$ cat src/rtl/vga_timing_pkg.sv
// Shared VGA mode tables and helpers for the raster timing generator.
// Each mode bundles the sync/porch/display widths with the sync polarities.
package vga_timing_pkg;

  localparam bit POL_POS = 1'b1;
  localparam bit POL_NEG = 1'b0;

  typedef struct packed {
    int h_sync;
    int h_back;
    int h_disp;
    int h_front;
    int v_sync;
    int v_back;
    int v_disp;
    int v_front;
    bit hs_pol;
    bit vs_pol;
  } vga_mode_t;

  localparam vga_mode_t MODE_640X480 = '{
    h_sync: 96, h_back: 48, h_disp: 640, h_front: 16,
    v_sync: 2, v_back: 33, v_disp: 480, v_front: 10,
    hs_pol: POL_NEG, vs_pol: POL_NEG};

  localparam vga_mode_t MODE_800X600 = '{
    h_sync: 128, h_back: 88, h_disp: 800, h_front: 40,
    v_sync: 4, v_back: 23, v_disp: 600, v_front: 1,
    hs_pol: POL_POS, vs_pol: POL_POS};

  localparam vga_mode_t MODE_1024X768 = '{
    h_sync: 136, h_back: 160, h_disp: 1024, h_front: 24,
    v_sync: 6, v_back: 29, v_disp: 768, v_front: 3,
    hs_pol: POL_NEG, vs_pol: POL_NEG};

  localparam vga_mode_t MODE_1280X1024 = '{
    h_sync: 112, h_back: 248, h_disp: 1280, h_front: 48,
    v_sync: 3, v_back: 38, v_disp: 1024, v_front: 1,
    hs_pol: POL_POS, vs_pol: POL_POS};

  function automatic int clog2_min1(input int v);
    return (v <= 2) ? 1 : $clog2(v);
  endfunction

endpackage

$ cat src/rtl/vga_delay_line.sv
// Enable-gated shift register that realigns sync/enable with pixel-fetch latency.
// DEPTH=0 degenerates to a wire.
module vga_delay_line #(
  parameter int              WIDTH   = 1,
  parameter int              DEPTH   = 0,
  parameter logic [WIDTH-1:0] RST_VAL = '0
) (
  input  logic             clk_i,
  input  logic             reset_i,
  input  logic             en_i,
  input  logic [WIDTH-1:0] d_i,
  output logic [WIDTH-1:0] q_o
);

  if (DEPTH == 0) begin : g_pass
    logic unused_ok;
    assign unused_ok = ^{clk_i, reset_i, en_i};
    assign q_o = d_i;
  end else begin : g_pipe
    logic [DEPTH-1:0][WIDTH-1:0] pipe_q;

    always_ff @(posedge clk_i or negedge reset_i) begin
      if (!reset_i) begin
        pipe_q <= {DEPTH{RST_VAL}};
      end else if (en_i) begin
        pipe_q[0] <= d_i;
        for (int i = 1; i < DEPTH; i++) pipe_q[i] <= pipe_q[i-1];
      end
    end

    assign q_o = pipe_q[DEPTH-1];
  end

endmodule

$ cat src/rtl/vga_timing_gen.sv
// Parametrised VGA raster timing: h/v counters, registered coordinates and
// strobes, plus a delay line on hs/vs/de to match downstream fetch latency.
module vga_timing_gen
  import vga_timing_pkg::*;
#(
  parameter int H_SYNC     = MODE_1280X1024.h_sync,
  parameter int H_BACK     = MODE_1280X1024.h_back,
  parameter int H_DISP     = MODE_1280X1024.h_disp,
  parameter int H_FRONT    = MODE_1280X1024.h_front,
  parameter int V_SYNC     = MODE_1280X1024.v_sync,
  parameter int V_BACK     = MODE_1280X1024.v_back,
  parameter int V_DISP     = MODE_1280X1024.v_disp,
  parameter int V_FRONT    = MODE_1280X1024.v_front,
  parameter bit HS_POL     = MODE_1280X1024.hs_pol,
  parameter bit VS_POL     = MODE_1280X1024.vs_pol,
  parameter int PIPE_DEPTH = 0,
  parameter int FRAME_W    = 8,
  localparam int XW        = clog2_min1(H_DISP),
  localparam int YW        = clog2_min1(V_DISP)
) (
  input  logic               clk_i,
  input  logic               reset_i,
  input  logic               en_i,
  output logic [XW-1:0]      x_pos_o,
  output logic [YW-1:0]      y_pos_o,
  output logic               de_early_o,
  output logic               sof_o,
  output logic               eol_o,
  output logic [FRAME_W-1:0] frame_cnt_o,
  output logic               vga_hs_o,
  output logic               vga_vs_o,
  output logic               vga_de_o
);

  localparam int H_LIMIT = H_SYNC + H_BACK + H_DISP + H_FRONT;
  localparam int V_LIMIT = V_SYNC + V_BACK + V_DISP + V_FRONT;
  // +1 so the exclusive active-end bound still fits when the front porch is 0
  localparam int HCW = clog2_min1(H_LIMIT + 1);
  localparam int VCW = clog2_min1(V_LIMIT + 1);

  localparam logic [HCW-1:0] H_LAST   = HCW'(H_LIMIT - 1);
  localparam logic [HCW-1:0] H_SYNC_E = HCW'(H_SYNC);
  localparam logic [HCW-1:0] H_ACT_B  = HCW'(H_SYNC + H_BACK);
  localparam logic [HCW-1:0] H_ACT_E  = HCW'(H_SYNC + H_BACK + H_DISP);
  localparam logic [VCW-1:0] V_LAST   = VCW'(V_LIMIT - 1);
  localparam logic [VCW-1:0] V_SYNC_E = VCW'(V_SYNC);
  localparam logic [VCW-1:0] V_ACT_B  = VCW'(V_SYNC + V_BACK);
  localparam logic [VCW-1:0] V_ACT_E  = VCW'(V_SYNC + V_BACK + V_DISP);

  logic [HCW-1:0]     h_q, h_d;
  logic [VCW-1:0]     v_q, v_d;
  logic [FRAME_W-1:0] frame_q, frame_d;
  logic               h_wrap, v_wrap, h_act, v_act;

  logic               hs1_q, hs1_d, vs1_q, vs1_d, de_q, de_d;
  logic               sof_q, sof_d, eol_q, eol_d;
  logic [XW-1:0]      x_q, x_d;
  logic [YW-1:0]      y_q, y_d;
  logic [2:0]         dl_q;

  always_comb begin
    h_wrap  = (h_q == H_LAST);
    v_wrap  = (v_q == V_LAST);
    h_d     = h_wrap ? '0 : h_q + 1'b1;
    v_d     = v_q;
    frame_d = frame_q;
    if (h_wrap) begin
      v_d = v_wrap ? '0 : v_q + 1'b1;
      if (v_wrap) frame_d = frame_q + 1'b1;
    end

    h_act = (h_q >= H_ACT_B) && (h_q < H_ACT_E);
    v_act = (v_q >= V_ACT_B) && (v_q < V_ACT_E);
    de_d  = h_act && v_act;
    hs1_d = (h_q < H_SYNC_E) ? HS_POL : ~HS_POL;
    vs1_d = (v_q < V_SYNC_E) ? VS_POL : ~VS_POL;
    // subtraction only escapes inside the active window, so wrap is never seen
    x_d   = de_d ? XW'(h_q - H_ACT_B) : '0;
    y_d   = de_d ? YW'(v_q - V_ACT_B) : '0;
    sof_d = (h_q == '0) && (v_q == '0);
    eol_d = h_wrap;
  end

  always_ff @(posedge clk_i or negedge reset_i) begin
    if (!reset_i) begin
      h_q     <= '0;
      v_q     <= '0;
      frame_q <= '0;
      hs1_q   <= ~HS_POL;
      vs1_q   <= ~VS_POL;
      de_q    <= 1'b0;
      sof_q   <= 1'b0;
      eol_q   <= 1'b0;
      x_q     <= '0;
      y_q     <= '0;
    end else if (en_i) begin
      h_q     <= h_d;
      v_q     <= v_d;
      frame_q <= frame_d;
      hs1_q   <= hs1_d;
      vs1_q   <= vs1_d;
      de_q    <= de_d;
      sof_q   <= sof_d;
      eol_q   <= eol_d;
      x_q     <= x_d;
      y_q     <= y_d;
    end
  end

  vga_delay_line #(
    .WIDTH  (3),
    .DEPTH  (PIPE_DEPTH),
    .RST_VAL({~HS_POL, ~VS_POL, 1'b0})
  ) u_dly (
    .clk_i  (clk_i),
    .reset_i(reset_i),
    .en_i   (en_i),
    .d_i    ({hs1_q, vs1_q, de_q}),
    .q_o    (dl_q)
  );

  assign x_pos_o     = x_q;
  assign y_pos_o     = y_q;
  assign de_early_o  = de_q;
  assign sof_o       = sof_q;
  assign eol_o       = eol_q;
  assign frame_cnt_o = frame_q;
  assign vga_hs_o    = dl_q[2];
  assign vga_vs_o    = dl_q[1];
  assign vga_de_o    = dl_q[0];

endmodule

$ cat config.mk
export PLATFORM = sky130hd
export DESIGN_NAME = vga_timing_gen
export DESIGN_NICKNAME = d
export VERILOG_FILES = /design/src/rtl/vga_timing_pkg.sv /design/src/rtl/vga_delay_line.sv /design/src/rtl/vga_timing_gen.sv
export SDC_FILE = /design/constraint.sdc
export NUM_CORES = 1
export LEC_CHECK = 0
export BUFFER_PORTS_ARGS = -buffer_cell sky130_fd_sc_hd__buf_2
export CELL_PAD_IN_SITES_DETAIL_PLACEMENT = 0
export CELL_PAD_IN_SITES_GLOBAL_PLACEMENT = 1
export CORE_MARGIN = 4
export CORE_UTILIZATION = 33
export CTS_CLUSTER_SIZE = 24
export DETAILED_ROUTE_END_ITERATION = 10
export PLACE_DENSITY = 0.69
export SYNTH_ARGS = -nofsm -noshare
export SYNTH_HDL_FRONTEND = slang
export SYNTH_HIERARCHICAL = 1
export SYNTH_SLANG_ARGS = --single-unit
$ cat constraint.sdc
create_clock -name clk_i -period 2.4 [get_ports clk_i]
set_clock_uncertainty 0.2 [all_clocks]
set_input_delay 0.48 -clock clk_i [delete_from_list [all_inputs] [get_ports clk_i]]
set_output_delay 0.48 -clock clk_i [all_outputs]
set_load 0.05 [all_outputs]
## After elaboration in Yosys (flattened, before gate mapping)

Cells that the tools add are included.
W data, S select, Z words.

| word-level totals | value |
|---|---|
| memory bits (read-only) | 0 |
| output and inout bits | 35 |
| bits of input ports | 3 |
| register bits | 56 |
| memories | 0 |
| latch bits | 0 |
| bits in writable memories | 0 |

| cells by class | value |
|---|---|
| bitwise gates (word level) | 0 |
| shift-type cells | 0 |
| $mul | 0 |
| muxes and demuxes | 6 |
| $lt $le $gt $ge | 6 |
| eq/ne operators | 2 |
| add/subtract/negate cells | 5 |
| reductions and logical operators | 8 |
| divide/modulo/power cells | 0 |

Operators by type and width:

| cell | number |
|---|---|
| $mux W11 | 3 |
| $add A11 B1 Y11 const B | 2 |
| $eq A11 B11 Y1 const B | 2 |
| $logic_not A11 Y1 | 2 |
| $lt A11 B11 Y1 const B | 2 |
| $ge A11 B6 Y1 const B | 1 |
| $ge A11 B9 Y1 const B | 1 |
| $lt A11 B2 Y1 const B | 1 |
| $lt A11 B7 Y1 const B | 1 |
| $sub A11 B9 Y11 const B | 1 |
| $mux W10 | 1 |
| $sub A10 B6 Y10 const B | 1 |
| $add A8 B1 Y8 const B | 1 |
| $logic_and A1 B1 Y1 | 4 |
| $reduce_and A3 Y1 | 1 |
| $mux W1 | 2 |
| $reduce_and A2 Y1 | 1 |

## Depth between registers and ports, before layout

| logic depth | value |
|---|---|
| depth in word-level cells | 4 |
| gate-level depth with buffers | 8 |

## Modules after synthesis

The synthesis kept the hierarchy.

By module, submodules not included:

| module | times used | cells each | area each (um^2) | sequential area each (um^2) |
|---|---|---|---|---|
| vga_timing_gen | 1 | 281 | 2887.8 | 1401.3 |
| vga_delay_line | 1 | 3 | 22.5 | 0.0 |

## Worst setup path before layout

No wires, ideal clock.

| timing | value |
|---|---|
| kind | register to register |
| from | reg h_q[4] |
| to | reg y_q[3], in the netlist y_pos_o[3] |
| stages on the path, launching flop included | 9 |
| library setup time | 0.101 ns |
| arrival | 1.945 ns |
| clock period less this slack | 2.246 ns |
| path slack | 0.154 ns |
| path through | dfrtp_1 inv_1 ha_1 and3b_1 o311a_1 a211oi_1 nand3_1 buf_2 o32ai_1 |

| between the ends | value |
|---|---|
| cells in the longest elaborated chain, start to end | 4 |
| elaborated cells between the ends (all ways) | 5 |
| classes of those cells | order compare (2); mux (1); reduce/logical (2) |

Ends and longest elaborated chain:

| what | RTL line | source |
|---|---|---|
| start: declaration | vga_timing_gen.sv:50 | `logic [HCW-1:0] h_q, h_d;` |
| start signal: assignment | vga_timing_gen.sv:86 | `h_q <= '0;` |
| start signal: assignment | vga_timing_gen.sv:97 | `h_q <= h_d;` |
| $ge A11 B9 Y1 / $lt A11 B11 Y1 (equally long branches) | vga_timing_gen.sv:72 | `h_act = (h_q >= H_ACT_B) && (h_q < H_ACT_E);` |
| $logic_and A1 B1 Y1 * | vga_timing_gen.sv:72 |  |
| $logic_and A1 B1 Y1 * | vga_timing_gen.sv:74 | `de_d = h_act && v_act;` |
| $mux W10 * | vga_timing_gen.sv:79 | `y_d = de_d ? YW'(v_q - V_ACT_B) : '0;` |
| end signal: assignment | vga_timing_gen.sv:106 | `y_q <= y_d;` |
| end: declaration | vga_timing_gen.sv:58 | `logic [YW-1:0] y_q, y_d;` |

Every way passes the cells marked *; elsewhere a longest branch is shown, timed or not.
A chain may end at the register's enable or synchronous reset.

## Worst setup path after layout

| timing | value |
|---|---|
| from | reg h_q[3] |
| to | reg v_q[9] |

| between the ends | value |
|---|---|
| cells in the longest elaborated chain, start to end | 2 |

Ends and longest elaborated chain:

| what | RTL line | source |
|---|---|---|
| $eq A11 B11 Y1 | vga_timing_gen.sv:62 | `h_wrap = (h_q == H_LAST);` |
| $reduce_and A2 Y1 (no source line) | n/a |  |
| end signal: assignment | vga_timing_gen.sv:98 | `v_q <= v_d;` |
| end: declaration | vga_timing_gen.sv:51 | `logic [VCW-1:0] v_q, v_d;` |

No other way between the ends.

==> flow_metrics.env <==
export IMPL_synth_edf_count=0
export IMPL_final_area_um2=3480
export IMPL_end_kind="register"
export IMPL_placed_area_um2=3350
export IMPL_tightest_slew_ns=0.588
export IMPL_grt_overflow=0
export IMPL_hold_viol=0
export IMPL_setup_slack_ns=0.0880
export IMPL_setup_violations=0
export IMPL_diodes=0
export IMPL_crit_end="v_q[9]"
export IMPL_clk_pin_slew_ns=0.10
export IMPL_p_per_area_nw_per_um2=675
export IMPL_grt_usage_pct=14.1
export IMPL_wl_um=6870
export IMPL_drv_slew=0
export IMPL_crit_chain="buf_4 > nand4bb_4 > or4_4 > buf_4 > or3_4 > xnor2_1"
export IMPL_cts_tree="yes"
export IMPL_whs_ns=0.278
export IMPL_rows=33
export IMPL_relSlewSlack_pct=60.8
export IMPL_hpwl_um=5040
export IMPL_synth_top_family_by_area="simple AND/OR/NAND/NOR gates"
export IMPL_max_clock_path_buffers=2
export IMPL_async_flop_share_pct=100
export IMPL_path_delay_family="simple AND/OR/NAND/NOR gates"
export IMPL_max_freq_mhz=433
export IMPL_fin_crit_ns=2.31
export IMPL_die_area_um2=10400
export IMPL_clk_latency_ns=0.31
export IMPL_tns_ns=0
export IMPL_place_ws_ns=0.0638
export IMPL_cp_max_fo=7
export IMPL_start_kind="register"
export IMPL_cts_buffers=5
export IMPL_ant_nets=0
export IMPL_status="complete, no violations"
export IMPL_reg2reg_depth=6
export IMPL_yosysSeqAreaShare_pct=48.2
export IMPL_via_per_inst=4.96
export IMPL_drv_cap=0
export IMPL_cp_num_buf_inv=2
export IMPL_wl_per_cell_um=15.4
export IMPL_min_from="frame_cnt_o[7]"
export IMPL_cp_num_cells=6
export IMPL_port_buffers=37
export IMPL_r2r_slack_ns=0.09
export IMPL_areaGrowthSynthToFinish_pct=19.4
export IMPL_startpoint="h_q[3]"
export IMPL_grt_pass1_wl_um=11600
export IMPL_ys_types=48
export IMPL_p_leak_uw=0.00164
export IMPL_synth_seq_cells=56
export IMPL_yosys_area_share_adder_pct=4.30
export IMPL_synth_nets=297
export IMPL_path_common_cell="buf_4"
export IMPL_min_path_type="reg -> reg"
export IMPL_final_nets=353
export IMPL_avgSynthCellArea_um2=10.2
export IMPL_antenna_found_initial=0
export IMPL_start_util_pct=34.7
export IMPL_vias=2211
export IMPL_ys_flop_type="dfrtp_1"
export IMPL_clkSinkCount=56
export IMPL_final_common_cell="dfrtp_1"
export IMPL_worstReg2RegEnd="v_q[9]"
export IMPL_fin_crit_sh_pct=96.3
export IMPL_die_width_um=102
export IMPL_path_class="reg -> reg"
export IMPL_grt_max_degree=35
export IMPL_timing_rr_start="h_q[3]"
export IMPL_cts_root_buf="clkbuf_8"
export IMPL_mostFrequentLayoutCells="56 x dfrtp_1, 37 x buf_2, 28 x buf_4"
export IMPL_drc=0
export IMPL_drtPass1Iterations=4
export IMPL_coreArea_um2=8380
export IMPL_ir_drop_mv=0.388
export IMPL_die_h_um=102
export IMPL_required_ns=2.41
export IMPL_drive_above_1_share_pct=26.1
export IMPL_p_total_uw=2350
export IMPL_synthMuxAreaShare_pct=1.55
export IMPL_crit_slowest_cell="or4_4"
export IMPL_syn_area_um2=2910
export IMPL_htreeDepth=2
export IMPL_synthSimpleGateAreaFrac_pct=18.2
export IMPL_rsz0062_at_grt="no"
export IMPL_ios=38
export IMPL_first_iter_violations=119
export IMPL_place_congestion=0.793
export IMPL_cpPeakStageDelay_ns=0.59
export IMPL_first_global_vias=2241
export IMPL_synth_compound_area_share_pct=14.2
export IMPL_syn_inst=284
export IMPL_yosysWarnings=6
export IMPL_synth_xor_area_share_pct=8.13
export IMPL_worst_ep_arrival_time_ns=2.32
final cells by class:
class	instances	area [µm²]
Fill cell	856	4910
Sequential cell	56	1400
Multi-Input combinational cell	195	1360
Timing Repair Buffer	68	437
Tap cell	105	131
Clock buffer	6	82.6
Inverter	14	52.6
Clock inverter	2	10.0
cell families (layout without fill, tap and decap cells):
| family | Yosys count | after routing |
|---|---|---|
| flops | 56 | 56 |
| simple gates | 96 | 96 |
| xor+xnor | 27 | 27 |
| fa+ha+maj | 10 | 10 |
| buf+inv | 33 | 90 |
| mux | 4 | 4 |
| compound gates | 58 | 58 |
cells in the mapped netlist, types with 2 or more instances:
master | number | area share, %
o2bb2ai_1 | 22 | 6.6
nand2_1 | 23 | 3.0
buf_2 | 7 | 1.2
o21ai_0 | 16 | 2.8
a21oi_1 | 5 | 0.86
buf_4 | 3 | 0.77
nand2b_1 | 2 | 0.43
and3_1 | 5 | 1.1
dfrtp_1 | 56 | 48
xnor2_1 | 16 | 4.8
or3_1 | 3 | 0.64
ha_1 | 10 | 4.3
nand3_1 | 13 | 2.2
nand4_1 | 5 | 1.1
inv_1 | 13 | 1.7
clkbuf_1 | 7 | 0.90
nor2_2 | 2 | 0.43
and2_1 | 2 | 0.43
nor2_1 | 22 | 2.8
mux2_2 | 4 | 1.5
buf_6 | 2 | 0.77
xor2_1 | 11 | 3.3
nor3_1 | 5 | 0.86
and4_1 | 2 | 0.60
o21bai_1 | 3 | 0.77
o31a_1 | 2 | 0.60
o22ai_1 | 2 | 0.43
flip-flops by register name (all words and copies together) (netlist names):
| signal | count |
|---|---|
| h_q | 11 |
| v_q | 11 |
| x_pos_o | 11 |
| y_pos_o | 10 |
| frame_cnt_o | 8 |
| de_early_o | 1 |
| eol_o | 1 |
| hs1_q | 1 |
| sof_o | 1 |
| vs1_q | 1 |
timing repair:
item,4_1_cts,5_1_grt
gates resized for setup,0,4
endpoints found under the setup margin,0,9
setup buffers,0,1
hold endpoints to repair,22,0
hold buffers,1,0
layer usage:
layer  vias up  GRT usage (%)  part of all wire (%)
met2        35           21.6                    45
li1       1098              -                     -
met4         0           4.94                   1.8
met5         -              0                     0
met1      1068           20.3                    50
met3        10           2.32                   3.3
per-stage QoR:
stage	instances	utilization, %
final	446	41.5
after global routing	446	41.5
after CTS	445	41.2
after detailed placement	436	40.0
after global placement	436	40.0
after floorplan	284	-
report_power, final:
group / internal [µW] / switching, µW
Combinational: 238 / 429
Clock: 232 / 321
Sequential: 1040 / 86.9
Total: 1510 / 837
worst min-delay path by stage:
stage | endpoint | slack (ns) | cells past startpoint
6_report | frame_cnt_o[7] | 0.28 | 1
5_1_grt | x_pos_o[7] | 0.31 | 1
4_1_cts | frame_cnt_o[7] | 0.29 | 1
3_5_place_dp | eol_o | 0.26 | 1
3_3_place_gp | frame_cnt_o[7] | 0.26 | 1
2_1_floorplan | de_early_o | -0.02 | 0
(Power assumes the default switching activity.)
